$ cat config.mk
export PLATFORM = sky130hd
export DESIGN_NAME = fw_drain
export DESIGN_NICKNAME = d
export VERILOG_FILES = /design/src/rtl/fw_drain.sv
export SDC_FILE = /design/constraint.sdc
export NUM_CORES = 1
export LEC_CHECK = 0
export ABC_CLOCK_PERIOD_IN_PS = 5900
export CELL_PAD_IN_SITES_DETAIL_PLACEMENT = 0
export CELL_PAD_IN_SITES_GLOBAL_PLACEMENT = 1
export CORE_MARGIN = 4
export CORE_UTILIZATION = 48
export DETAILED_ROUTE_END_ITERATION = 16
export MAX_ROUTING_LAYER = met4
export PLACE_DENSITY_LB_ADDON = 0.08
export SLEW_MARGIN = 20
export SYNTH_ARGS = -nofsm -noshare
export SYNTH_HDL_FRONTEND = slang
export SYNTH_SLANG_ARGS = --single-unit
$ cat constraint.sdc
create_clock -name clk -period 5.9 [get_ports clk]
set_input_delay 1.18 -clock clk [delete_from_list [all_inputs] [get_ports clk]]
set_output_delay 1.18 -clock clk [all_outputs]
set_load 0.05 [all_outputs]
$ cat src/rtl/fw_drain.sv
// Receive-side unpacker for the fw result stream: buffers one NxN matrix of
// packed words, then serialises tagged elements while stalling fw via inhibit.
module fw_drain #(
    parameter int ELEM_W = 16,
    parameter int LANES  = 4,
    parameter int N      = 8,
    localparam int IDX_W = (N > 1) ? $clog2(N) : 1
) (
    input  logic                     clk,
    input  logic                     reset,
    input  logic [ELEM_W*LANES-1:0]  inD,
    input  logic                     in_valid,
    output logic                     inhibit,
    output logic [ELEM_W-1:0]        elem_data,
    output logic [IDX_W-1:0]         elem_row,
    output logic [IDX_W-1:0]         elem_col,
    output logic                     elem_valid,
    input  logic                     elem_ready,
    output logic                     elem_last,
    output logic                     overflow,
    output logic [7:0]               mat_count
);

    localparam int WORDS   = N * N / LANES;
    localparam int WORD_AW = (WORDS > 1) ? $clog2(WORDS) : 1;
    localparam int LANE_W  = (LANES > 1) ? $clog2(LANES) : 1;

    typedef enum logic {FILL, DRAIN} state_t;

    state_t                    state;
    state_t                    state_nxt;
    logic [WORD_AW-1:0]        wr_ptr;
    logic [WORD_AW-1:0]        rd_word;
    logic [LANE_W-1:0]         rd_lane;
    logic [IDX_W-1:0]          row;
    logic [IDX_W-1:0]          col;
    logic [ELEM_W*LANES-1:0]   mem [WORDS];
    logic [ELEM_W*LANES-1:0]   rd_word_data;
    logic [ELEM_W-1:0]         rd_elem;
    logic                      last_el;
    logic                      fill_last;

    assign fill_last = (wr_ptr == WORD_AW'(WORDS - 1));
    assign last_el   = (row == IDX_W'(N - 1)) && (col == IDX_W'(N - 1));

    always_ff @(posedge clk or negedge reset) begin
        if (!reset) begin
            state <= FILL;
        end else begin
            state <= state_nxt;
        end
    end

    always_comb begin
        state_nxt = state;
        case (state)
            FILL:    if (in_valid && fill_last) state_nxt = DRAIN;
            DRAIN:   if (elem_ready && last_el) state_nxt = FILL;
            default: state_nxt = FILL;
        endcase
    end

    // Pointers, element tags and status; the read side tracks word/lane and
    // row/col as separate counters so no division is needed for any N.
    always_ff @(posedge clk or negedge reset) begin
        if (!reset) begin
            wr_ptr    <= '0;
            rd_word   <= '0;
            rd_lane   <= '0;
            row       <= '0;
            col       <= '0;
            overflow  <= 1'b0;
            mat_count <= '0;
        end else if (state == FILL) begin
            if (in_valid) begin
                wr_ptr <= fill_last ? '0 : wr_ptr + WORD_AW'(1);
            end
        end else begin
            if (in_valid) begin
                overflow <= 1'b1;
            end
            if (elem_ready) begin
                if (last_el) begin
                    mat_count <= mat_count + 8'd1;
                    rd_word   <= '0;
                    rd_lane   <= '0;
                    row       <= '0;
                    col       <= '0;
                end else begin
                    if (rd_lane == LANE_W'(LANES - 1)) begin
                        rd_lane <= '0;
                        rd_word <= rd_word + WORD_AW'(1);
                    end else begin
                        rd_lane <= rd_lane + LANE_W'(1);
                    end
                    if (col == IDX_W'(N - 1)) begin
                        col <= '0;
                        row <= row + IDX_W'(1);
                    end else begin
                        col <= col + IDX_W'(1);
                    end
                end
            end
        end
    end

    // Matrix buffer: data only, no reset; beats arriving during DRAIN are dropped.
    always_ff @(posedge clk) begin
        if (state == FILL && in_valid) begin
            mem[wr_ptr] <= inD;
        end
    end

    always_comb begin
        rd_word_data = mem[rd_word];
        rd_elem      = '0;
        for (int k = 0; k < LANES; k++) begin
            if (rd_lane == LANE_W'(k)) begin
                rd_elem = rd_word_data[ELEM_W*k +: ELEM_W];
            end
        end
    end

    always_comb begin
        inhibit    = 1'b0;
        elem_valid = 1'b0;
        elem_data  = '0;
        elem_row   = '0;
        elem_col   = '0;
        elem_last  = 1'b0;
        if (state == DRAIN) begin
            inhibit    = 1'b1;
            elem_valid = 1'b1;
            elem_data  = rd_elem;
            elem_row   = row;
            elem_col   = col;
            elem_last  = last_el;
        end
    end

endmodule
==> qor.csv, run 1 <==
metric,value,unit
p_per_area,422,nW/um2
syn-num-nets,2140,
leakagePower,0.0147,uW
postPlaceCellArea,43600,um2
switchingPower,5680,uW
regArea,31400,um2
cp_top_family,simple AND/OR/NAND/NOR gates,
p_clk_frac,0.330,
rsz0062_at_grt,false,
synthTopCellsByCount,"1,024 x edfxtp_1, 286 x mux2i_1, 127 x mux4_2",
syn_to_final_growth,15.2,%
num-nets-final,2307,
grt_max_degree,67,
synth_cells,2058,
pre_cts_ws,0.355,ns
ys_types,45,
ys_seq_area_frac,0.770,
rows,106,
drc_errors,0,
hpwl,57.4,mm
fillers,6386,
synth_fa_ha_area_frac,0.00430,
clk_latency,0.66,ns
slowest_stage,clkdlybuf4s50_1,
grt-ovfl-total,0,
worstPathCellList,"inv_1, ha_1, and3b_1, nand3_1, a41oi_1, o211a_1, clkdlybuf4s50_1",
holdBufCountCts,0,
fin_area,47000,um2
chipHeight,299,um
ys_top_cells_by_area,"edfxtp_1 75%, mux2i_1 7.0%, mux4_2 7.0%",
synth_largest_area_cell,edfxtp_1,
gp_congestion,0.832,
wire_per_inst,29.8,um
ys_async_sr_fraction,0.0248,
via_per_inst,5.88,
slew_headroom,0.305,
synth_top_area_share,0.754,
drv_slew,0,
io_buffers,101,
drt_iter0_drc,2008,
max_freq,0.174,GHz
num_vias,20267,
netlist_area,40800,um2
seq_power_share,0.452,
clkTransAtPathRegs,0.06,ns
n_antenna_cell,0,
endpoint_kind,output pin,
cts_tree,built,
min_period,5.74,ns
drt_wl_total,103,mm
synth-compound-area-share,0.0413,
yosys_register_bits,1050,
crit_type,reg2out,
cts-root-buf,clkbuf_16,
setup_viol,0,
status,completed,
synth_top_family_by_area,multiplexers,
intPower,14200,uW
ir_drop,0.388,mV
core_area,84000,um2
grt_pass1_vias,20689,
layout_setup_ws,0.155,ns
clockBufferDepth,3,
hold_path.class,reg2reg,
multiInputGateArea,8820,um2
clock-sinks,1050,
io_pins,102,
cts_buffers,107,
ys.warnings.count,0,
ant_nets,0,
crit_required,4.72,ns
dieWidth,299,um
path_max_fanout,12,
crit_arrival,4.56,ns
worst-path-buf-inv,2,
synth.most_common_cell,edfxtp_1,
grt_usage,0.235,
start_util,0.486,
p_sw_frac,0.287,
synth-edff-count,1024,
p_comb_frac,0.218,
fin_crit_sh,0.974,
synth-xor-area-share,0.00193,
muxShareOfSynthArea,0.142,
max_cap_viol_count,0,
ys_dominant_reg_cell,edfxtp_1,
critPathMaxStageDelay,0.85,ns
htreeDepth,3,
antenna_found_initial,2,
avgSynthCellArea,19.8,um2
hold_viol_final,0,
drive_above_1_share,0.169,
cp-start-kind,flip-flop,
die_area,89700,um2
worst_pin_slew,1.04,ns
fin_skew,0.0143,ns
dr.pass1.iters,5,
grt_pass1_wl,147,mm
synth-simple-area-share,0.0226,
[final timing paths]
check | from | to | slack, ns | depth (start not counted)
worst max-delay path | rd_lane[1]$_DFFE_PN0P_ | elem_data[8] | 0.16 | 7
worst min-delay path | mat_count[7]$_DFFE_PN0P_ | mat_count[7]$_DFFE_PN0P_ | 0.48 | 1
worst max register to register | state$_DFF_PN0_ | mem[6][52]$_DFFE_PP_ | 3.02 | 4
worst min register to register | mat_count[7]$_DFFE_PN0P_ | mat_count[7]$_DFFE_PN0P_ | 0.48 | 1
max in group asynchronous | reset | rd_word[0]$_DFFE_PN0P_ | 4.67 | 2
min in group asynchronous | reset | wr_ptr[2]$_DFFE_PN0P_ | 0.91 | 2
[power groups by stage]
stage / Combinational (uW) / Clock, uW / Sequential, uW
5_1_grt: 4590 / 7010 / 9010
2_1_floorplan: 2830 / 0 / 9070
6_report: 4330 / 6540 / 8970
3_3_place_gp: 4310 / 0 / 9110
3_5_place_dp: 4320 / 0 / 9140
4_1_cts: 4340 / 6670 / 8990
[state kept, by name, indices dropped and copies added, names as in the netlist]
register	cells
col	3
mat_count	8
mem	1024
overflow	1
rd_lane	2
rd_word	4
row	3
state	1
wr_ptr	4
[logic make-up (layout without fill, tap and decap cells)]
logic type / after synthesis / after routing
buf+inv: 126 / 382
compound gates: 244 / 244
xor+xnor: 9 / 9
mux: 419 / 419
simple gates: 196 / 196
fa+ha+maj: 14 / 14
flops: 1050 / 1050
[metrics by stage]
step / instances / hold slack (ns) / util / setup TNS [ns] / total power, uW
6_report: 3448 / 0.481 / 0.560 / 0 / 19800
3_3_place_gp: 3249 / 0.442 / 0.519 / 0 / 13400
5_1_grt: 3448 / 0.494 / 0.560 / 0 / 20600
2_1_floorplan: 2058 / 0.494 / - / 0 / 11900
4_1_cts: 3447 / 0.479 / 0.559 / -0.0591 / 20000
3_5_place_dp: 3249 / 0.455 / 0.519 / 0 / 13500
[layout by cell type (no fill, tap or decap), drive strengths merged, types with 2 or more instances in the layout]
cell type and n:
nand3 68, nor2b 6, ha 14, dfrtp 26
mux2 6, a22o 3, edfxtp 1024, mux4 127
o21ai 23, a41oi 16, clkdlybuf4s50 101, o22ai 15
xnor2 8, a21oi 66, clkbuf 128, a21o 4
nand2b 5, o211a 16, and2 9, nor2 24
nand2 66, a22oi 79, clkinvlp 5, bufinv 10
inv 13, nor3 7, a221oi 17, nand3b 2
mux2i 286, clkinv 50, nand4 5, buf 75
[cell type report]
class                      instances  area share
multi-input combinational        882       0.188
inverter                           8    0.000639
clock buffer                     128      0.0587
tap                             1134      0.0302
sequential                      1050       0.669
timing repair buffer             176      0.0409
clock inverter                    70      0.0132
[what timing repair did]
action                     CTS  global route
gates resized for setup      4             2
buffers inserted             0             1
pin swaps                    0             0
setup endpoints to repair   16            15
[layer usage]
layer / routed length (um) / vias to the layer above / GRT usage
li1: - / 8795 / -
met1: 43500 / 10753 / 0.314
met2: 51300 / 588 / 0.385
met3: 5630 / 131 / 0.0382
met4: 2260 / 0 / 0.0530
met5: 0 / - / -
(Power assumes the default switching activity.)
==> inputs of run 2 (changes only) <==
--- a/config.mk
+++ b/config.mk
@@ -12,7 +12,7 @@
 export CORE_UTILIZATION = 48
 export DETAILED_ROUTE_END_ITERATION = 16
 export MAX_ROUTING_LAYER = met4
-export PLACE_DENSITY_LB_ADDON = 0.08
+export PLACE_DENSITY_LB_ADDON = 0.1
 export SLEW_MARGIN = 20
 export SYNTH_ARGS = -nofsm -noshare
 export SYNTH_HDL_FRONTEND = slang
==> constraint.sdc (replaced) <==
create_clock -name clk -period 5.9 [get_ports clk]
set_input_delay 1.18 -clock clk [delete_from_list [all_inputs] [get_ports clk]]
set_output_delay 1.18 -clock clk [all_outputs]
set_load 0.1 [all_outputs]
==> run 2 against run 1 <==
Net effect: final cell count shrank 0.32%; cell area decreased by 0.68%; routed wire length fell by 0.29%; critical endpoint is now elem_data[10]; largest cell class unchanged.
==> qor.csv, run 2 (synthesis results as in run 1) <==
metric,value,unit
path_max_fanout,18,
max_cap_viol_count,0,
crit_required,4.72,ns
final_common_cell,edfxtp_1,
cts-root-buf,clkbuf_16,
drv_slew,0,
regArea,31400,um2
grt_max_degree,69,
p_per_area,426,nW/um2
cts_setup_buffers,0,
cts_tree,built,
gp_congestion,0.786,
clk_latency,0.66,ns
fin_skew,0.0193,ns
die_area,89700,um2
multiInputGateArea,8810,um2
drt_wl_total,102,mm
crit_arrival,4.45,ns
crit_type,reg2out,
num_vias,20251,
io_buffers,101,
chipHeight,299,um
htreeDepth,3,
setup_tns,0,ns
num-nets-final,2300,
worst_pin_slew,1.16,ns
ctsResizeCount,0,
grt-ovfl-total,0,
final_cell_mix,"1,024 x edfxtp_1, 286 x mux2i_1, 127 x mux4_2",
grt_usage,0.235,
ir_drop,0.590,mV
max_freq,0.178,GHz
leakagePower,0.0146,uW
hpwl,55.3,mm
rsz0062_at_grt,false,
syn_to_final_growth,14.4,%
p_sw_frac,0.298,
hold_path.class,reg2reg,
cts_buffers,107,
pre_cts_ws,1.02,ns
min_period,5.63,ns
io_pins,102,
clkTransAtPathRegs,0.06,ns
via_per_inst,5.89,
endpoint_kind,output pin,
dr.pass1.iters,5,
setup_viol,0,
largest_register,mem,
grt_pass1_wl,147,mm
largest_reg_flops,1024,
dieWidth,299,um
ant_nets,0,
status,completed,
fin_crit_sh,0.954,
drt_iter0_drc,1851,
intPower,13900,uW
core_area,84000,um2
hold_viol_final,0,
wire_per_inst,29.8,um
switchingPower,5930,uW
start_util,0.486,
rows,106,
seq_power_share,0.455,
drc_errors,0,
p_clk_frac,0.322,
fillers,6433,
clock-sinks,1050,
p_comb_frac,0.223,
antenna_found_initial,2,
drive_above_1_share,0.171,
holdBufCountCts,0,
layout_setup_ws,0.268,ns
cp-start-kind,flip-flop,
slew_headroom,0.227,
clockBufferDepth,3,
grt_pass1_vias,20783,
largestRegisters,"mem (1024), mat_count (8)",
-- run 2: power groups by stage --
stage          clock network [uW]  logic [uW]  registers, uW
3_3_place_gp                    0        4430           9170
5_1_grt                      6860        4660           9090
3_5_place_dp                    0        4450           9200
4_1_cts                      6530        4460           9050
6_report                     6410        4430           9040
2_1_floorplan                   0        3090           9080
-- run 2: layer usage --
layer / GRT usage / share of wire / up-vias
met4: 0.0560 / 0.023 / 0
met5: - / 0 / -
li1: - / - / 8761
met1: 0.308 / 0.42 / 10863
met2: 0.394 / 0.51 / 497
met3: 0.0322 / 0.045 / 130
-- run 2: path summary, 6_finish.rpt --
kind | startpoint | end | slack [ns] | cells past startpoint
worst max-delay path | rd_lane[0]$_DFFE_PN0P_ | elem_data[10] | 0.27 | 8
worst min-delay path | overflow$_DFFE_PN0P_ | overflow$_DFFE_PN0P_ | 0.46 | 1
max in group asynchronous | reset | rd_word[0]$_DFFE_PN0P_ | 4.70 | 2
worst max register to register | state$_DFF_PN0_ | mem[15][20]$_DFFE_PP_ | 2.64 | 4
min in group asynchronous | reset | col[0]$_DFFE_PN0P_ | 0.90 | 2
worst min register to register | overflow$_DFFE_PN0P_ | overflow$_DFFE_PN0P_ | 0.46 | 1
-- run 2: critical path: stages (launching register included) --
cell and delay (ns):
dfrtp_1 0.43, inv_1 0.10, ha_1 0.79, nand2b_1 0.72
nor2_1 0.63, a221oi_1 0.17, o21ai_1 0.26, o211a_1 0.34
buf_4 0.33
-- run 2: through the flow --
stage | power, uW | cell area, um2 | hold slack, ns | std cells | util
CTS | 20000 | 46700 | 0.463 | 3434 | 0.556
detailed placement | 13600 | 43300 | 0.449 | 3243 | 0.516
global placement | 13600 | 43300 | 0.446 | 3243 | 0.516
floorplan | 12200 | 40800 | 0.494 | 2058 | -
global route | 20600 | 46700 | 0.497 | 3436 | 0.556
finish | 19900 | 46700 | 0.460 | 3437 | 0.556
-- run 2: layout make-up --
class,instances,area share
Sequential cell,1050,0.673
Multi-Input combinational cell,882,0.189
Clock buffer,127,0.0590
Timing Repair Buffer,169,0.0358
Tap cell,1134,0.0304
Clock inverter,64,0.0120
Inverter,8,0.000644
Antenna cell,3,0.000161
==> inputs of run 3 (changes only) <==
--- a/config.mk
+++ b/config.mk
@@ -11,6 +11,7 @@
 export CORE_MARGIN = 4
 export CORE_UTILIZATION = 48
 export DETAILED_ROUTE_END_ITERATION = 16
+export DONT_BUFFER_PORTS = 1
 export MAX_ROUTING_LAYER = met4
 export PLACE_DENSITY_LB_ADDON = 0.1
 export SLEW_MARGIN = 20
==> run 3 against run 2 <==
Net effect: maximum frequency increased by 1.5%; register-to-register slack improved by 0.11 ns; clock power increased by 4.2%; critical path depth decreased by 2; via count decreased by 2.3%; final cell count decreased by 3.1%; utilization decreased by 0.96 points; non-clock buffer count decreased by 111; die area unchanged; count of clock-buffer cells in the layout increased by 16.
==> qor.csv, run 3 (synthesis results as in run 1) <==
metric,value,unit
rows,106,
setup_viol,0,
cts-root-buf,clkbuf_16,
grt_pass1_wl,144,mm
grt_pass1_vias,20153,
crit_required,4.72,ns
largest_register,mem,
io_pins,102,
grt-ovfl-total,0,
grt_max_degree,83,
die_area,89700,um2
path_max_fanout,68,
endpoint_kind,output pin,
rsz0062_at_grt,false,
clock-sinks,1050,
grt_usage,0.229,
hpwl,55.3,mm
leakagePower,0.0143,uW
hold_path.class,in2async,
worst_pin_slew,1.15,ns
met3_usage,0.0443,
syn_to_final_growth,12.5,%
largestRegisters,"mem (1024), mat_count (8)",
num_vias,19780,
crit_type,reg2out,
cp-start-kind,flip-flop,
slowest_stage,o211a_1,
core_area,84000,um2
ir_drop,0.328,mV
drc_errors,0,
use_met2,0.382,
p_per_area,434,nW/um2
busiest_layer,met2,
htreeDepth,3,
via_per_inst,5.94,
max_cap_viol_count,0,
final_common_cell,edfxtp_1,
drv_slew,0,
start_util,0.486,
crit_arrival,4.37,ns
slew_headroom,0.236,
setup_tns,0,ns
fin_skew,0.0270,ns
worstPathCellList,"buf_12, mux2i_1, a22oi_1, nand3_1, a41oi_1, o211a_1",
clkTransAtPathRegs,0.06,ns
finalPower,19900,uW
max_freq,0.180,GHz
cts_tree,built,
status,completed,
clockBufferDepth,3,
drt_iter0_drc,1476,
dieWidth,299,um
cts_buffers,108,
clk_latency,0.66,ns
drive_above_1_share,0.171,
wire_per_inst,30.0,um
min_period,5.55,ns
gp_congestion,0.788,
ant_nets,0,
fin_crit_sh,0.940,
drt_wl_total,99.8,mm
fillers,6435,
largest_reg_flops,1024,
dr.pass1.iters,5,
holdBufCountCts,0,
met1_usage,0.293,
io_buffers,0,
n_antenna_cell,0,
critPathMaxStageDelay,0.87,ns
hold_viol_final,0,
chipHeight,299,um
final_cell_mix,"1,024 x edfxtp_1, 286 x mux2i_1, 127 x mux4_2",
num-nets-final,2190,
antenna_found_initial,1,
## run 3: worst paths after layout
kind                                        start                        to  slack, ns  cells after the start
min                                         reset  mat_count[1]$_DFFE_PN0P_       0.20                      0
max in group asynchronous                   reset    rd_word[2]$_DFFE_PN0P_       5.59                      0
max                        rd_word[0]$_DFFE_PN0P_              elem_data[7]       0.35                      6
min reg2reg                    row[0]$_DFFE_PN0P_        row[0]$_DFFE_PN0P_       0.54                      1
min in group clk               row[0]$_DFFE_PN0P_        row[0]$_DFFE_PN0P_       0.54                      1
max reg2reg                       state$_DFF_PN0_     mem[14][13]$_DFFE_PP_       2.75                      4
## run 3: final cells by class
| class | instances | area [um2] | area share |
|---|---|---|---|
| sequential | 1050 | 31400 | 0.685 |
| multi-input combinational | 882 | 8820 | 0.192 |
| clock buffer | 143 | 2980 | 0.0650 |
| tap | 1134 | 1420 | 0.0309 |
| timing repair buffer | 58 | 668 | 0.0146 |
| clock inverter | 54 | 527 | 0.0115 |
| inverter | 8 | 30.0 | 0.000655 |
## run 3: where the power goes
group	internal, uW	switching [uW]
Sequential	8770	244
Clock	3900	2780
Combinational	1410	2800
Total	14100	5830
## run 3: worst max-delay path, delay by kind of cell (launching register included)
family	cells	cell delay (ns)
AOI/OAI and AO/OA	3	2.06
buffers and inverters	1	0.47
DFF	1	0.79
muxes	1	0.14
and+or+nand+nor	1	0.16
## run 3: timing repair
action,CTS,global route
resized for setup,0,2
setup endpoints to repair,0,5
setup buffers,0,0
## run 3: metal layers
metal | routed length, um | vias up
met5 | 0 | -
met4 | 2440 | 0
met3 | 5650 | 143
met2 | 50900 | 503
met1 | 40900 | 10594
li1 | - | 8540
## run 3: per-stage QoR
step / area, um2 / utilization / cells / hold WS, ns / setup WS (ns)
final: 45900 / 0.546 / 3329 / 0.198 / 0.353
after global routing: 45900 / 0.546 / 3329 / 0.167 / 0.0476
after CTS: 45900 / 0.546 / 3329 / 0.159 / 0.0794
after detailed placement: 42300 / 0.504 / 3132 / 0.522 / 0.849
after global placement: 42300 / 0.504 / 3131 / 0.513 / 0.932
after floorplan: 40800 / - / 2058 / 0.494 / 0.899
